===== src/rtl/sr_latch_driver_pkg.sv =====
// Shared definitions for the SR latch driver: FSM state encoding, pending-request
// bundle and default timing parameters.
package sr_latch_driver_pkg;

  localparam int unsigned DEF_DB_CNT    = 4;
  localparam int unsigned DEF_PULSE_LEN = 2;

  typedef enum logic [1:0] {
    IDLE  = 2'd0,
    SET_P = 2'd1,
    RST_P = 2'd2,
    GAP   = 2'd3
  } drv_state_e;

  // Requests that arrived while a pulse or gap was in progress (depth 1 each).
  typedef struct packed {
    logic s;
    logic r;
  } pend_t;

endpackage


===== src/rtl/sr_debounce.sv =====
// One request channel: two-flop synchronizer, consecutive-sample debounce and a
// single-cycle strobe on each debounced rising edge.
module sr_debounce
  import sr_latch_driver_pkg::*;
#(
  parameter int unsigned DB_CNT = DEF_DB_CNT
) (
  input  logic clk,
  input  logic rst_n,
  input  logic raw_i,
  output logic req_o
);

  localparam int unsigned CW = $clog2(DB_CNT + 1);
  localparam logic [CW-1:0] CNT_LAST = CW'(DB_CNT - 1);

  logic [1:0]    sync_q;
  logic          synced;
  logic          stable_q;
  logic          stable_d;
  logic          stable_dly_q;
  logic [CW-1:0] cnt_q;
  logic [CW-1:0] cnt_d;

  assign synced = sync_q[1];

  always_comb begin
    // NOTE: every output gets a default first so no path leaves it unassigned (no latch).
    stable_d = stable_q;
    cnt_d    = '0;
    if (synced != stable_q) begin
      if (cnt_q == CNT_LAST) begin
        stable_d = synced;
      end else begin
        cnt_d = cnt_q + 1'b1;
      end
    end
  end

  always_ff @(posedge clk or negedge rst_n) begin
    if (!rst_n) begin
      sync_q       <= '0;
      stable_q     <= 1'b0;
      stable_dly_q <= 1'b0;
      cnt_q        <= '0;
    end else begin
      // NOTE: non-blocking so every flop samples the pre-edge value of its neighbours.
      sync_q       <= {sync_q[0], raw_i};
      stable_q     <= stable_d;
      stable_dly_q <= stable_q;
      cnt_q        <= cnt_d;
    end
  end

  assign req_o = stable_q & ~stable_dly_q;

endmodule


===== src/rtl/sr_latch_driver.sv =====
// Conditions raw set/reset requests into non-overlapping, fixed-length active-low
// pulses for a NAND SR latch; sbar and rbar are never low together.
module sr_latch_driver
  import sr_latch_driver_pkg::*;
#(
  parameter int unsigned DB_CNT    = DEF_DB_CNT,
  parameter int unsigned PULSE_LEN = DEF_PULSE_LEN
) (
  input  logic clk,
  input  logic rst_n,
  input  logic set_raw,
  input  logic reset_raw,
  output logic sbar,
  output logic rbar,
  output logic busy,
  output logic conflict
);

  localparam int unsigned PCW = $clog2(PULSE_LEN + 1);
  localparam logic [PCW-1:0] PCNT_LAST = PCW'(PULSE_LEN - 1);

  logic set_req;
  logic reset_req;

  drv_state_e     state_q, state_d;
  logic [PCW-1:0] pcnt_q, pcnt_d;
  pend_t          pend_q, pend_d;
  logic           conflict_d;
  logic           sbar_q, rbar_q, busy_q, conflict_q;

  sr_debounce #(.DB_CNT(DB_CNT)) u_db_set (
    .clk   (clk),
    .rst_n (rst_n),
    .raw_i (set_raw),
    .req_o (set_req)
  );

  sr_debounce #(.DB_CNT(DB_CNT)) u_db_rst (
    .clk   (clk),
    .rst_n (rst_n),
    .raw_i (reset_raw),
    .req_o (reset_req)
  );

  always_comb begin
    state_d    = state_q;
    pcnt_d     = pcnt_q;
    pend_d     = pend_q;
    conflict_d = 1'b0;
    unique case (state_q)
      IDLE: begin
        pcnt_d = '0;
        if (set_req && reset_req) begin
          // Simultaneous requests: reset wins and the set request is dropped.
          state_d    = RST_P;
          pend_d.r   = 1'b0;
          conflict_d = 1'b1;
        end else if (reset_req || pend_q.r) begin
          state_d  = RST_P;
          pend_d.r = 1'b0;
          pend_d.s = pend_q.s | set_req;
        end else if (set_req || pend_q.s) begin
          state_d  = SET_P;
          pend_d.s = 1'b0;
        end
      end
      SET_P, RST_P: begin
        if (pcnt_q == PCNT_LAST) begin
          state_d = GAP;
          pcnt_d  = '0;
        end else begin
          pcnt_d = pcnt_q + 1'b1;
        end
        pend_d.s   = pend_q.s | set_req;
        pend_d.r   = pend_q.r | reset_req;
        conflict_d = set_req & reset_req;
      end
      GAP: begin
        state_d    = IDLE;
        pend_d.s   = pend_q.s | set_req;
        pend_d.r   = pend_q.r | reset_req;
        conflict_d = set_req & reset_req;
      end
    endcase
  end

  // Outputs decode the next state so they change on the same edge as the state.
  always_ff @(posedge clk or negedge rst_n) begin
    if (!rst_n) begin
      state_q    <= IDLE;
      pcnt_q     <= '0;
      pend_q     <= '0;
      sbar_q     <= 1'b1;
      rbar_q     <= 1'b1;
      busy_q     <= 1'b0;
      conflict_q <= 1'b0;
    end else begin
      state_q    <= state_d;
      pcnt_q     <= pcnt_d;
      pend_q     <= pend_d;
      sbar_q     <= (state_d != SET_P);
      rbar_q     <= (state_d != RST_P);
      busy_q     <= (state_d != IDLE);
      conflict_q <= conflict_d;
    end
  end

  assign sbar     = sbar_q;
  assign rbar     = rbar_q;
  assign busy     = busy_q;
  assign conflict = conflict_q;

endmodule


===== config.mk =====
export PLATFORM = sky130hd
export DESIGN_NAME = sr_latch_driver
export DESIGN_NICKNAME = d
export VERILOG_FILES = /design/src/rtl/sr_latch_driver_pkg.sv /design/src/rtl/sr_debounce.sv /design/src/rtl/sr_latch_driver.sv
export SDC_FILE = /design/constraint.sdc
export NUM_CORES = 1
export LEC_CHECK = 0
export ABC_AREA = 1
export CAP_MARGIN = 10
export CORE_MARGIN = 2
export CORE_UTILIZATION = 55
export DETAILED_ROUTE_END_ITERATION = 8
export PLACE_DENSITY = 0.74
export SYNTH_ARGS = -nofsm -noshare
export SYNTH_HDL_FRONTEND = slang
export SYNTH_HIERARCHICAL = 1
export SYNTH_SLANG_ARGS = --single-unit

===== constraint.sdc =====
create_clock -name clk -period 1.5 [get_ports clk]
set_input_delay 0.375 -clock clk [delete_from_list [all_inputs] [get_ports clk]]
set_output_delay 0.375 -clock clk [all_outputs]
set_load 0.05 [all_outputs]

# Yosys cells after proc, flatten, opt, wreduce, memory -nomap -nowiden
# Index checks and enable logic that the tools add are counted.
# word_totals
in_bits,4
register_bits,24
output_inout_bits,4
# classes
n_eq_ne,13
addsub,3
reduce_logical,11
n_mux,19
bitwise_logic,7
# op_table
operator,n
3-bit 2-to-1 mux,4
2-bit 2-to-1 mux,5
2-bit case mux with 2 select lines,2
3-bit by 1-bit adder with 3-bit output (second input constant),2
3-bit by 2-bit == test with 1-bit output (second input constant),2
1-bit 2-to-1 mux,6
3-bit inequality test (second input constant),2
2-bit case mux with 3 select lines,1
2-bit AND reduction,3
2-bit by 1-bit == test with 1-bit output (second input constant),2
2-bit == test (second input constant),2
2-bit inequality test (second input constant),2
2-bit nonzero test,2
1-bit AND,3
3-bit OR reduction,1
2-bit by 1-bit adder with 2-bit output (second input constant),1
2-bit zero test,1
1-bit logical OR,2
1-bit inequality test,2
2-bit by 1-bit inequality test with 1-bit output (second input constant),1
1-bit NOT,2
1-bit OR,2
1-bit case mux with 2 select lines,1
2-bit OR reduction,1
1-bit logical AND,1

# Depth between registers and ports, before layout
# Gate-level depths: netlist of the first run.
# logic_depth
depth_word,8
mapped_depth,9
ltp_nobuf,9

# Modules after synthesis
# The synthesis of the first run kept the hierarchy.
# by_module_without_submodules
module,seq_area_each_um2,instances,cells_per_inst,area_per_inst_um2
sr_debounce,175.2,2,27,267.8
sr_latch_driver,252.7,1,56,486.7

# Least setup slack after synthesis of the first run
# Ideal clock, no wire load.
# synth_timing
path_kind,reg2reg
from,register state_q[1]
to,register pcnt_q[1]
path_slack_ps,342
arrival_ps,1081
period_less_slack_ps,1158
path_stages_with_launch,6
path_buffers,0
setup_time_ps,77
cell_sequence,dfrtp_1 inv_1 ha_1 inv_1 or2_2 a21oi_1
# synth_via
elab_chain_len,3
# synth_rtl
item,line,source
"start, declared",sr_latch_driver.sv:25,"drv_state_e state_q, state_d;"
"start signal, assigned",sr_latch_driver.sv:98,state_q <= state_d;
2-bit by 1-bit == test with 1-bit output or 2-bit == test (tied branches),sr_latch_driver.sv:50,unique case (state_q)
2-bit OR reduction,sr_latch_driver.sv:50,
2-bit case mux with 2 select lines or 2-bit nonzero test (tied branches),-,
"end signal, assigned",sr_latch_driver.sv:99,pcnt_q <= pcnt_d;
"end, declared",sr_latch_driver.sv:26,"logic [PCW-1:0] pcnt_q, pcnt_d;"
# Several ways; a longest one is shown, not always the timed one.
# A chain may end at the register's enable or synchronous reset.

# Worst setup path after layout of the first run
# layout_timing
from,register sbar_q (netlist: sbar)
to,output sbar
# layout_lines
item,line,source
"start, declared",sr_latch_driver.sv:29,"logic sbar_q, rbar_q, busy_q, conflict_q;"
"start signal, assigned",sr_latch_driver.sv:101,sbar_q <= (state_d != SET_P);
"end, declared",sr_latch_driver.sv:13,"output logic sbar,"
# No word-level cell between the ends.

==> results of run 1 <==
layout make-up:
type                       instances  area [um2]  area share, %
timing repair buffer               8         118           9.74
clock buffer                       4        36.3           3.01
tap                               25        31.3           2.59
multi-input combinational         66         344           28.5
sequential                        24         603           49.9
inverter                          20        75.1           6.22
power by group through the flow:
stage	clock, W	combinational (W)	sequential [W]
finish	0.000325	0.00112	0.000989
global route	0.000353	0.00128	0.00101
detailed placement	0	0.00114	0.00101
global placement	0	0.00109	0.000995
CTS	0.000334	0.00114	0.000993
floorplan	0	0.000699	0.00109
cells by family (layout without fill, tap and decap cells):
group,count (synthesis),count (layout),synth area share [%]
adder cells (fa/ha/maj),5,5,6.12
flip-flops,24,24,59.0
buffers and inverters,20,32,7.34
AO/OA/AOI/OAI,2,2,0.978
AND/OR/NAND/NOR,59,59,26.6
registers in the layout, summed over array words and instances, names as in the netlist, 2 cells and up:
name             count
u_db_set/cnt_q       3
state_q              2
u_db_rst/sync_q      2
pcnt_q               2
u_db_set/sync_q      2
pend_q               2
u_db_rst/cnt_q       3
stage by stage:
step	util (%)	instance area [um2]	power (W)	std cells	worst slack, ns
floorplan	-	1020	0.00179	110	0.342
global placement	67.1	1170	0.00209	143	0.284
detailed placement	67.1	1170	0.00215	143	0.255
CTS	69.2	1210	0.00247	147	0.120
global route	69.2	1210	0.00265	147	0.100
finish	69.2	1210	0.00244	147	0.127
path summary, 6_finish.rpt:
path,from,endpoint,slack (ns),depth (start not counted)
worst max register to register,state_q[1]$_DFF_PN0_,pcnt_q[1]$_DFFE_PN0P_,0.24,5
worst min-delay path,u_db_set/sync_q[0]$_DFF_PN0_,u_db_set/sync_q[1]$_DFF_PN0_,0.36,0
worst min register to register,u_db_set/sync_q[0]$_DFF_PN0_,u_db_set/sync_q[1]$_DFF_PN0_,0.36,0
worst max-delay path,sbar$_DFF_PN1_,sbar,0.13,1
max in group asynchronous,rst_n,sbar$_DFF_PN1_,0.81,2
min in group asynchronous,rst_n,u_db_rst/cnt_q[2]$_DFF_PN0_,0.41,2
placed cells by master, fill, tap and decap left out:
master                            count
sky130_fd_sc_hd__a21oi_1              1
sky130_fd_sc_hd__nand2_1             29
sky130_fd_sc_hd__ha_1                 5
sky130_fd_sc_hd__buf_4                1
sky130_fd_sc_hd__nand2_4              1
sky130_fd_sc_hd__clkbuf_8             1
sky130_fd_sc_hd__or2_2                1
sky130_fd_sc_hd__buf_12               4
sky130_fd_sc_hd__o21ai_1              1
sky130_fd_sc_hd__nand3_1              4
sky130_fd_sc_hd__dfstp_2              2
sky130_fd_sc_hd__nor2_2               1
sky130_fd_sc_hd__nand4_1              1
sky130_fd_sc_hd__clkbuf_4             3
sky130_fd_sc_hd__nor2_4               1
sky130_fd_sc_hd__inv_2                3
sky130_fd_sc_hd__clkdlybuf4s50_1      3
sky130_fd_sc_hd__nor2_1              12
sky130_fd_sc_hd__dfrtp_1             22
sky130_fd_sc_hd__inv_1               17
sky130_fd_sc_hd__nand2_2              9
routing by layer:
metal  vias to the layer above  global-route usage, %
met5                         -                      0
met4                         0                   6.67
met3                         2                   2.31
met2                         6                   29.6
met1                       319                   17.0
li1                        346                      -
==> out/metrics.yaml, run 1 <==
pwr-share-clk_pct: 13.3
coreArea_um2: 1750
grt_max_degree: 25
post_cts.resized_instances: 0
share_comb_of_total_power_pct: 46.1
peak_vdd_ir_mv: 1.47
final_hold_viol_count: 0
synth_nets: 119
p_leak_nw: 0.636
route.detailed.drc: 0
ys_ff_latch: 24
syn_avg_cell_area_um2: 9.29
wl_um: 1410
route.vias.total: 673
switchingPower_w: 0.000971
endpoint_arrival_time_on_the_critical_path_ns: 1.00
ys_seq_area_share_pct: 59.0
sw_frac_of_total_pct: 39.9
cp-end-kind: "output port"
ys_async_sr_fraction_pct: 100
gp_congestion: 0.729
rsz0062_at_grt: "no"
slew_viol_final: 0
globalRouteTotalUtil_pct: 15.6
timing.clock.skew_ns: 0.00276
biggest_area_consumer_among_synthesized_cells: "sky130_fd_sc_hd__dfrtp_1"
grt_remaining_overflow: 0
cts_tree: "yes"
met2WireLength_um: 736
most_used_standard_cells_in_the_synthesized_netlist: "29 x sky130_fd_sc_hd__nand2_1, 22 x sky130_fd_sc_hd__dfrtp_1, 17 x sky130_fd_sc_hd__inv_1"
start_util_pct: 58.6
synth.lib_cells_used.distinct: 16
dr.max_layer_used: "met4"
grt_pass1_vias: 632
clockRootBuffer: "sky130_fd_sc_hd__clkbuf_4"
synth.top_cells.by_area: "sky130_fd_sc_hd__dfrtp_1 54%, sky130_fd_sc_hd__nand2_1 11%, sky130_fd_sc_hd__inv_1 6.2%"
row_count: 15
synth_ff_type: "sky130_fd_sc_hd__dfrtp_1"
ant_cells: 0
post_cts.repair.setup_buffers: 0
cts-htree-levels: 1
worst-endpoint-required_ns: 1.12
slew-limit-headroom_pct: 80.7
route.layer.met1.wl_um: 628
hold_ws_ns: 0.363
netlist_area_um2: 1020
grt_first_pass_wirelength_um: 2380
final.fill_count: 143
edff_count_synth: 0
portion_of_total_power_attributed_to_sequential_cells_pct: 40.6
mean_number_of_vias_per_cell: 4.58
timing.critical_path.buf_inv: 1
start_kind: "flop"
timing_worst_setup_path_type: "flop to output port"
die_h_um: 47.1
max_freq_mhz: 729
drive_above_1_share_pct: 22.1
io_pins: 8
route.detailed.wl_per_inst_um: 9.61
cpLargestDelayFamily: "flip-flops"
antenna_left: 0
min_path_type: "flop to flop"
critical-path-slowest-cell: "sky130_fd_sc_hd__dfstp_2"
synthesis.yosys.warnings: 6
cp_slowest_stage_delay_ns: 0.57
syn_to_final_growth_pct: 18.1
worstSkewPairLatency_ns: 0.30
detailedPlacementHpwl_um: 1130
netlist_instances: 110
cts_buffer_depth: 2
dieWidth_um: 47.1
timing.setup.tns_ns: 0
p_int_w: 0.00147
drt-pass1-iter-count: 4
path_max_fanout: 1
setup-violations-final: 0
drt_first_iter_violations: 14
num-nets-final: 132
run_status: "complete, no violations"
cts_sinks: 24
maxCapViolCount: 0
min_period_over_period_pct: 91.5
antenna_violations_before_repair: 0
post-synth-top-count-cell: "sky130_fd_sc_hd__nand2_1"
cts_hold_buf: 0
clock_transition_time_at_the_flip_flop_clock_pins_of_the_worst_setup_and_hold_paths_ns: 0.12
path_cells: "buf_12"
power_density_nw_per_um2: 2020
yosysTopAreaCellShare_pct: 53.9
dieArea_um2: 2220
port_buffers: 7
max_slew.worst_pin.slew_ns: 0.289
cts_buf_count: 3
timing.final.crit_period_ns: 1.37
route.met3.wl_um: 32
No activity file was read; power rests on OpenSTA's default activity.
==> run 2: changes to the inputs <==
- CORE_MARGIN: 2 -> 1
- SLEW_MARGIN: not set -> 20
==> out/metrics.yaml, run 2 (synthesized netlist as in run 1, its figures left out) <==
run_status: "complete, no violations"
min_path_type: "flop to flop"
clockRootBuffer: "sky130_fd_sc_hd__clkbuf_4"
timing.final.crit_period_ns: 1.37
ant_cells: 0
antenna_violations_before_repair: 0
holdPathStages: 0
cpLargestDelayFamily: "flip-flops"
cp-end-kind: "output port"
start_kind: "flop"
slew_viol_final: 0
cts_buffer_depth: 2
dieArea_um2: 2030
route.vias.total: 677
timing.critical_path.buf_inv: 1
r2r-start: "state_q[0]$_DFF_PN0_"
coreArea_um2: 1730
gp_congestion: 0.784
syn_to_final_growth_pct: 18.1
endpoint_arrival_time_on_the_critical_path_ns: 1.00
cts_sinks: 24
wl_um: 1390
grt_pass1_vias: 599
grt_first_pass_wirelength_um: 2380
most-common-layout-cells: "29 x sky130_fd_sc_hd__nand2_1, 22 x sky130_fd_sc_hd__dfrtp_1, 17 x sky130_fd_sc_hd__inv_1"
clock_transition_time_at_the_flip_flop_clock_pins_of_the_worst_setup_and_hold_paths_ns: 0.12
globalRouteTotalUtil_pct: 16.6
path_cells: "buf_12"
cp_slowest_stage_delay_ns: 0.56
post_layout_nonfiller_instances: 147
route.detailed.drc: 0
grt_remaining_overflow: 0
max_freq_mhz: 728
final_hold_viol_count: 0
die_h_um: 45.1
row_count: 15
cts-htree-levels: 1
hold_end: "u_db_set/sync_q[1]$_DFF_PN0_"
hold_ws_ns: 0.367
drt-pass1-iter-count: 4
num-nets-final: 132
regToRegEndpoint: "pcnt_q[1]$_DFFE_PN0P_"
post-layout-total-power_w: 0.00243
worst-r2r-cell-count: 5
mean_number_of_vias_per_cell: 4.61
peak_vdd_ir_mv: 1.19
post_cts.resized_instances: 0
route.detailed.wl_per_inst_um: 9.44
rrSetupSlack_ns: 0.22
antenna_left: 0
post_cts.repair.setup_buffers: 0
drt_first_iter_violations: 10
grtUsageMet3_pct: 2.40
power_density_nw_per_um2: 2010
cts_buf_count: 3
timing.clock.skew_ns: 0.00379
worst-endpoint-required_ns: 1.12
leading_registers_by_flop_count: "u_db_rst/cnt_q: 3 flops, u_db_set/cnt_q: 3 flops"
critical-path-slowest-cell: "sky130_fd_sc_hd__dfstp_2"
timing_worst_setup_path_type: "flop to output port"
setup-violations-final: 0
drive_above_1_share_pct: 22.1
dieWidth_um: 45.1
max_slew.worst_pin.slew_ns: 0.288
worst_hold_startpoint: "u_db_set/sync_q[0]$_DFF_PN0_"
start_util_pct: 59.2
slew-limit-headroom_pct: 80.8
timing.setup.tns_ns: 0
cts_hold_buf: 0
grt_max_degree: 25
io_pins: 8
detailedPlacementHpwl_um: 1050
cts_tree: "yes"
dpl.cell_count: 143
port_buffers: 7
path_max_fanout: 1
maxCapViolCount: 0
worstSkewPairLatency_ns: 0.30
commonest_non_fill_non_tap_cell_in_the_layout: "sky130_fd_sc_hd__nand2_1"
grt_most_used_layer: "met2"
p_leak_nw: 0.636
grt_util_met2_pct: 25.8
min_period_over_period_pct: 91.5
grt.met1_usage_pct: 22.5
rsz0062_at_grt: "no"
run 2: cell counts in the layout (fill, tap and decap cells not counted):
Identical to the previous run, type by type.
run 2: worst max-delay path by stage:
stage / startpoint / end / slack, ns / cells after the start
3_5_place_dp: state_q[0]$_DFF_PN0_ / pcnt_q[1]$_DFFE_PN0P_ / 0.25 / 5
3_3_place_gp: state_q[0]$_DFF_PN0_ / pcnt_q[1]$_DFFE_PN0P_ / 0.29 / 5
4_1_cts: rbar$_DFF_PN1_ / rbar / 0.12 / 1
5_1_grt: rbar$_DFF_PN1_ / rbar / 0.1 / 1
6_report: rbar$_DFF_PN1_ / rbar / 0.13 / 1
2_1_floorplan: state_q[1]$_DFF_PN0_ / pcnt_q[1]$_DFFE_PN0P_ / 0.34 / 5
run 2: per-stage QoR:
| step | util [%] | setup slack (ns) | area, um2 |
|---|---|---|---|
| detailed placement | 67.8 | 0.249 | 1170 |
| finish | 69.9 | 0.127 | 1210 |
| floorplan | - | 0.342 | 1020 |
| global route | 69.9 | 0.0998 | 1210 |
| global placement | 67.8 | 0.288 | 1170 |
| CTS | 69.9 | 0.117 | 1210 |
run 2: cell type report:
class / instances / area, um2
Sequential cell: 24 / 603
Fill cell: 136 / 519
Multi-Input combinational cell: 66 / 344
Timing Repair Buffer: 8 / 118
Inverter: 20 / 75.1
Clock buffer: 4 / 36.3
Tap cell: 25 / 31.3
run 2: layer usage:
layer	routed length, um	vias up
met2	657	8
li1	-	347
met3	31	2
met1	681	320
met4	17	0
met5	0	-
run 2: power breakdown:
part	leakage, nW	internal, W	switching [W]
clock network	0.0210	0.000148	0.000176
registers	0.301	0.000863	0.000127
logic	0.314	0.000452	0.000665
==> run 3: changes to the inputs <==
- GPL_TIMING_DRIVEN: not set -> 0
==> out/metrics.yaml, run 3 (synthesized netlist as in run 1, its figures left out) <==
run_status: "complete, no violations"
start_kind: "flop"
share_comb_of_total_power_pct: 44.4
port_buffers: 7
grt_max_degree: 25
route.detailed.drc: 0
cpLargestDelayFamily: "flip-flops"
wl_um: 1350
setup-violations-final: 0
clock_transition_time_at_the_flip_flop_clock_pins_of_the_worst_setup_and_hold_paths_ns: 0.12
die_h_um: 45.1
sw_frac_of_total_pct: 41.0
globalRouteTotalUtil_pct: 16.9
antenna_violations_before_repair: 0
max_freq_mhz: 688
maxCapViolCount: 0
antenna_left: 0
cts_buffer_depth: 2
max_slew.worst_pin.slew_ns: 0.502
endpoint_arrival_time_on_the_critical_path_ns: 1.08
switchingPower_w: 0.000948
cts_sinks: 24
route.detailed.wl_per_inst_um: 9.26
slew-limit-headroom_pct: 66.5
drt_first_iter_violations: 6
post-route-worst-setup-slack_ns: 0.0460
grt_pass1_vias: 617
p_leak_nw: 0.609
leading_registers_by_flop_count: "u_db_rst/cnt_q: 3 flops, u_db_set/cnt_q: 3 flops"
route.vias.total: 671
peak_vdd_ir_mv: 1.04
hold_ws_ns: 0.0161
coreArea_um2: 1730
ant_cells: 0
portion_of_total_power_attributed_to_sequential_cells_pct: 41.5
final_hold_viol_count: 0
cts_hold_buf: 0
drt-pass1-iter-count: 4
cts_tree: "yes"
detailedPlacementHpwl_um: 1060
cts-htree-levels: 1
place_ws_ns: -0.157
clockRootBuffer: "sky130_fd_sc_hd__clkbuf_4"
timing.critical_path.buf_inv: 1
min_period_over_period_pct: 96.9
timing.clock.skew_ns: 0.00208
row_count: 15
most-common-layout-cells: "29 x sky130_fd_sc_hd__nand2_1, 22 x sky130_fd_sc_hd__dfrtp_1, 17 x sky130_fd_sc_hd__inv_1"
final.fill_count: 148
path_max_fanout: 1
start_util_pct: 59.2
cp_slowest_stage_delay_ns: 0.53
cts_buf_count: 3
cp-end-kind: "output port"
critical-path-slowest-cell: "sky130_fd_sc_hd__dfstp_2"
io_pins: 8
commonest_non_fill_non_tap_cell_in_the_layout: "sky130_fd_sc_hd__nand2_1"
post_cts.repair.setup_buffers: 0
p_int_w: 0.00137
rsz0062_at_grt: "no"
utilization_pct: 66.6
pwr-share-clk_pct: 14.1
syn_to_final_growth_pct: 12.5
timing.final.crit_period_ns: 1.45
grt_first_pass_wirelength_um: 2330
drive_above_1_share_pct: 22.3
gp_congestion: 0.728
grt_remaining_overflow: 0
timing_worst_setup_path_type: "flop to output port"
dieArea_um2: 2030
worstSkewPairLatency_ns: 0.30
num-nets-final: 131
path_cells: "buf_2"
mean_number_of_vias_per_cell: 4.60
slew_viol_final: 0
power_density_nw_per_um2: 2010
dieWidth_um: 45.1
min_path_type: "input port to async pin"
worst-endpoint-required_ns: 1.12
-- run 3: metrics by stage --
stage	std cells	instance area (um2)	TNS (ns)	total power (W)
4_1_cts	146	1150	0	0.00234
6_report	146	1150	0	0.00231
2_1_floorplan	110	1020	0	0.00179
5_1_grt	146	1150	0	0.00251
3_3_place_gp	142	1120	-3.46	0.00198
3_5_place_dp	142	1120	-3.76	0.00204
-- run 3: timing repair --
action / CTS / global route
endpoints found under the setup margin: 4 / 1
endpoints found under the hold margin: 0 / 0
gates resized for setup: 16 / 1
-- run 3: path summary, 6_finish.rpt --
path | start | cells after the start | end | slack [ns]
max | rbar$_DFF_PN1_ | 1 | rbar | 0.05
min | rst_n | 1 | u_db_rst/cnt_q[1]$_DFF_PN0_ | 0.02
max reg2reg | state_q[1]$_DFF_PN0_ | 7 | sbar$_DFF_PN1_ | 0.23
min reg2reg | u_db_rst/sync_q[0]$_DFF_PN0_ | 0 | u_db_rst/sync_q[1]$_DFF_PN0_ | 0.36
max in group asynchronous | rst_n | 1 | sbar$_DFF_PN1_ | 1.12
min in group clk | u_db_rst/sync_q[0]$_DFF_PN0_ | 0 | u_db_rst/sync_q[1]$_DFF_PN0_ | 0.36
-- run 3: power by group through the flow --
stage / Clock, W / Combinational [W] / Sequential [W]
final: 0.000325 / 0.00103 / 0.000961
after global routing: 0.000360 / 0.00116 / 0.000992
after CTS: 0.000336 / 0.00104 / 0.000965
after detailed placement: 0 / 0.00106 / 0.000982
after global placement: 0 / 0.00101 / 0.000972
after floorplan: 0 / 0.000699 / 0.00109
-- run 3: layout make-up --
class / count / area [um2] / share of cell area, %
Clock buffer: 4 / 36.3 / 3.16
Inverter: 20 / 75.1 / 6.53
Timing Repair Buffer: 7 / 60.1 / 5.22
Tap cell: 25 / 31.3 / 2.72
Multi-Input combinational cell: 66 / 344 / 29.9
Sequential cell: 24 / 603 / 52.4
-- run 3: layer usage --
layer | part of all wire, % | global-route usage (%)
met1 | 44 | 19.0
met5 | 0 | 0
met3 | 1.8 | 2.40
met4 | 1.6 | 12.7
met2 | 52 | 28.7
==> patch (config.mk and constraints of run 3) <==
Re-encode `drv_state_e` (4 states) as one-hot, 4 bits wide.
--- a/src/rtl/sr_latch_driver_pkg.sv
+++ b/src/rtl/sr_latch_driver_pkg.sv
@@ -7,7 +7,7 @@
 
-  typedef enum logic [1:0] {
-    IDLE  = 2'd0,
-    SET_P = 2'd1,
-    RST_P = 2'd2,
-    GAP   = 2'd3
+  typedef enum logic [3:0] {
+    IDLE  = 4'b0001,
+    SET_P = 4'b0010,
+    RST_P = 4'b0100,
+    GAP   = 4'b1000
   } drv_state_e;
Function: no difference found for any inputs over 10 cycles, from zero or initial values and one cycle with rst_n low; not proved beyond that.
==> patch against run 3 <==
Sequential cell count grew 2; critical path depth is the same; wire length grew 33%; non-clock buffer count is the same; via count grew 19%; synthesized cell count grew 14%; area after synthesis grew 14%; setup slack gained 0.011 ns; first-iteration DRC count grew 17%; die area grew 13%; total power grew 28%; design area grew 14%; utilization shrank 0.31 points; count of clock-buffer cells in the layout shrank 1; largest power group unchanged.
==> patch: results (changes against run 3) <==
hpwl dp: 1317 µm (was 1059 µm)
maximum clock frequency: 693.0 MHz (was 687.8 MHz)
post-placement cell area: 0.001266 mm² (was 0.001124 mm²)
reg2reg path depth: 8 (was 7)
average size of a mapped cell: 9.299 µm² (was 9.293 µm²)
largest net degree at the start of global routing: 27 (was 25)
dpl ws: -0.2472 ns (was -0.1574 ns)
hold slack: 0.02299 ns (was 0.01611 ns)
routed len/inst: 11.00 µm (was 9.260 µm)
share of cells above drive strength 1: 27.94% (was 22.31%)
LEAKAGE: 0.6509 nW (was 0.6094 nW)
NumNets Final: 143 (was 131)
worst slew pin tran: 0.5516 ns (was 0.5019 ns)
Num CTS Buffers: 3 (unchanged)
synth cell count leaders: nand2_1 (27), dfrtp_1 (23), inv_1 (16), nor2_1 (13), nand2_2 (10) (was nand2_1 (29), dfrtp_1 (22), inv_1 (17), nor2_1 (12), nand2_2 (9))
flop2flop setup slack: 0.08 ns (was 0.23 ns)
Finished Layout Cells: 163 (was 146)
top post-synthesis cells by area: dfrtp_1 (50%), nand2_1 (8.7%), dfstp_2 (6.8%), nand2_2 (5.4%), inv_1 (5.2%) (was dfrtp_1 (54%), nand2_1 (11%), inv_1 (6.2%), ha_1 (6.1%), nand2_2 (5.5%))
Max IR drop VDD: 1.364 mV (was 1.035 mV)
run status: finished, final reports clean (unchanged)
Tot GR Track Use: 19.42% (was 16.85%)
drt via density: 4.902 (was 4.596)
register area share after synthesis: 56.30% (was 59.00%)
DRT iter0 DRCs: 7 (was 6)
fillers: 163 (was 148)
Post-Syn Nets: 131 (was 119)
first-pass GRT wire length: 2973 µm (was 2332 µm)
number of global-route vias before repair: 713 (was 617)
final RePlAce weighted congestion: 0.7593 (was 0.7283)
Layout Skew: 0.003772 ns (was 0.002075 ns)
Hold/Removal Path Class: in2async (unchanged)
-- patch: worst paths after layout --
check	startpoint	end
worst max-delay path	sbar	sbar
worst min-delay path	rst_n	u_db_rst/stable_q
worst max register to register	u_db_rst/stable_q	busy
worst min register to register	u_db_set/sync_q[0]	u_db_set/sync_q[1]
max in group asynchronous	rst_n	state_q[0]
min in group clk	u_db_set/sync_q[0]	u_db_set/sync_q[1]
-- patch: layout make-up --
class                      instances  area, µm²  area share [%]
sequential                        26      654.4           49.81
inverter                          20      75.07           5.714
clock inverter                     1      30.03           2.286
multi-input combinational         79      435.4           33.14
timing repair buffer               7      62.56           4.762
tap                               27      33.78           2.571
clock buffer                       3      22.52           1.714
-- patch: repair_timing --
action / 4_1_cts / 5_1_grt
endpoints found under the setup margin: 4 / 3
endpoints found under the hold margin: 0 / 0
setup buffers: 0 / 0
resized for setup: 16 / 3
-- patch: metal layers --
metal / share of wire [%] / wire length (µm) / global-route usage [%]
met2: 46 / 832 / 28.65
met4: 1.8 / 33 / 10.56
met5: 0 / 0 / 0
met1: 48 / 858 / 26.70
met3: 3.8 / 69 / 4.151
-- patch: logic make-up after synthesis --
group / synth area share [%]
fa+ha+maj: 2.153
compound gates: 3.982
simple gates: 31.11
flops: 56.30
buf+inv: 6.458
-- patch: power breakdown --
group          total (mW)  leakage (nW)  internal, mW  switching (mW)
Combinational        1.38         0.302         0.455           0.929
Clock               0.473        0.0279         0.270           0.203
Sequential           1.10         0.321         0.941           0.160
Total                2.96         0.651          1.67            1.29
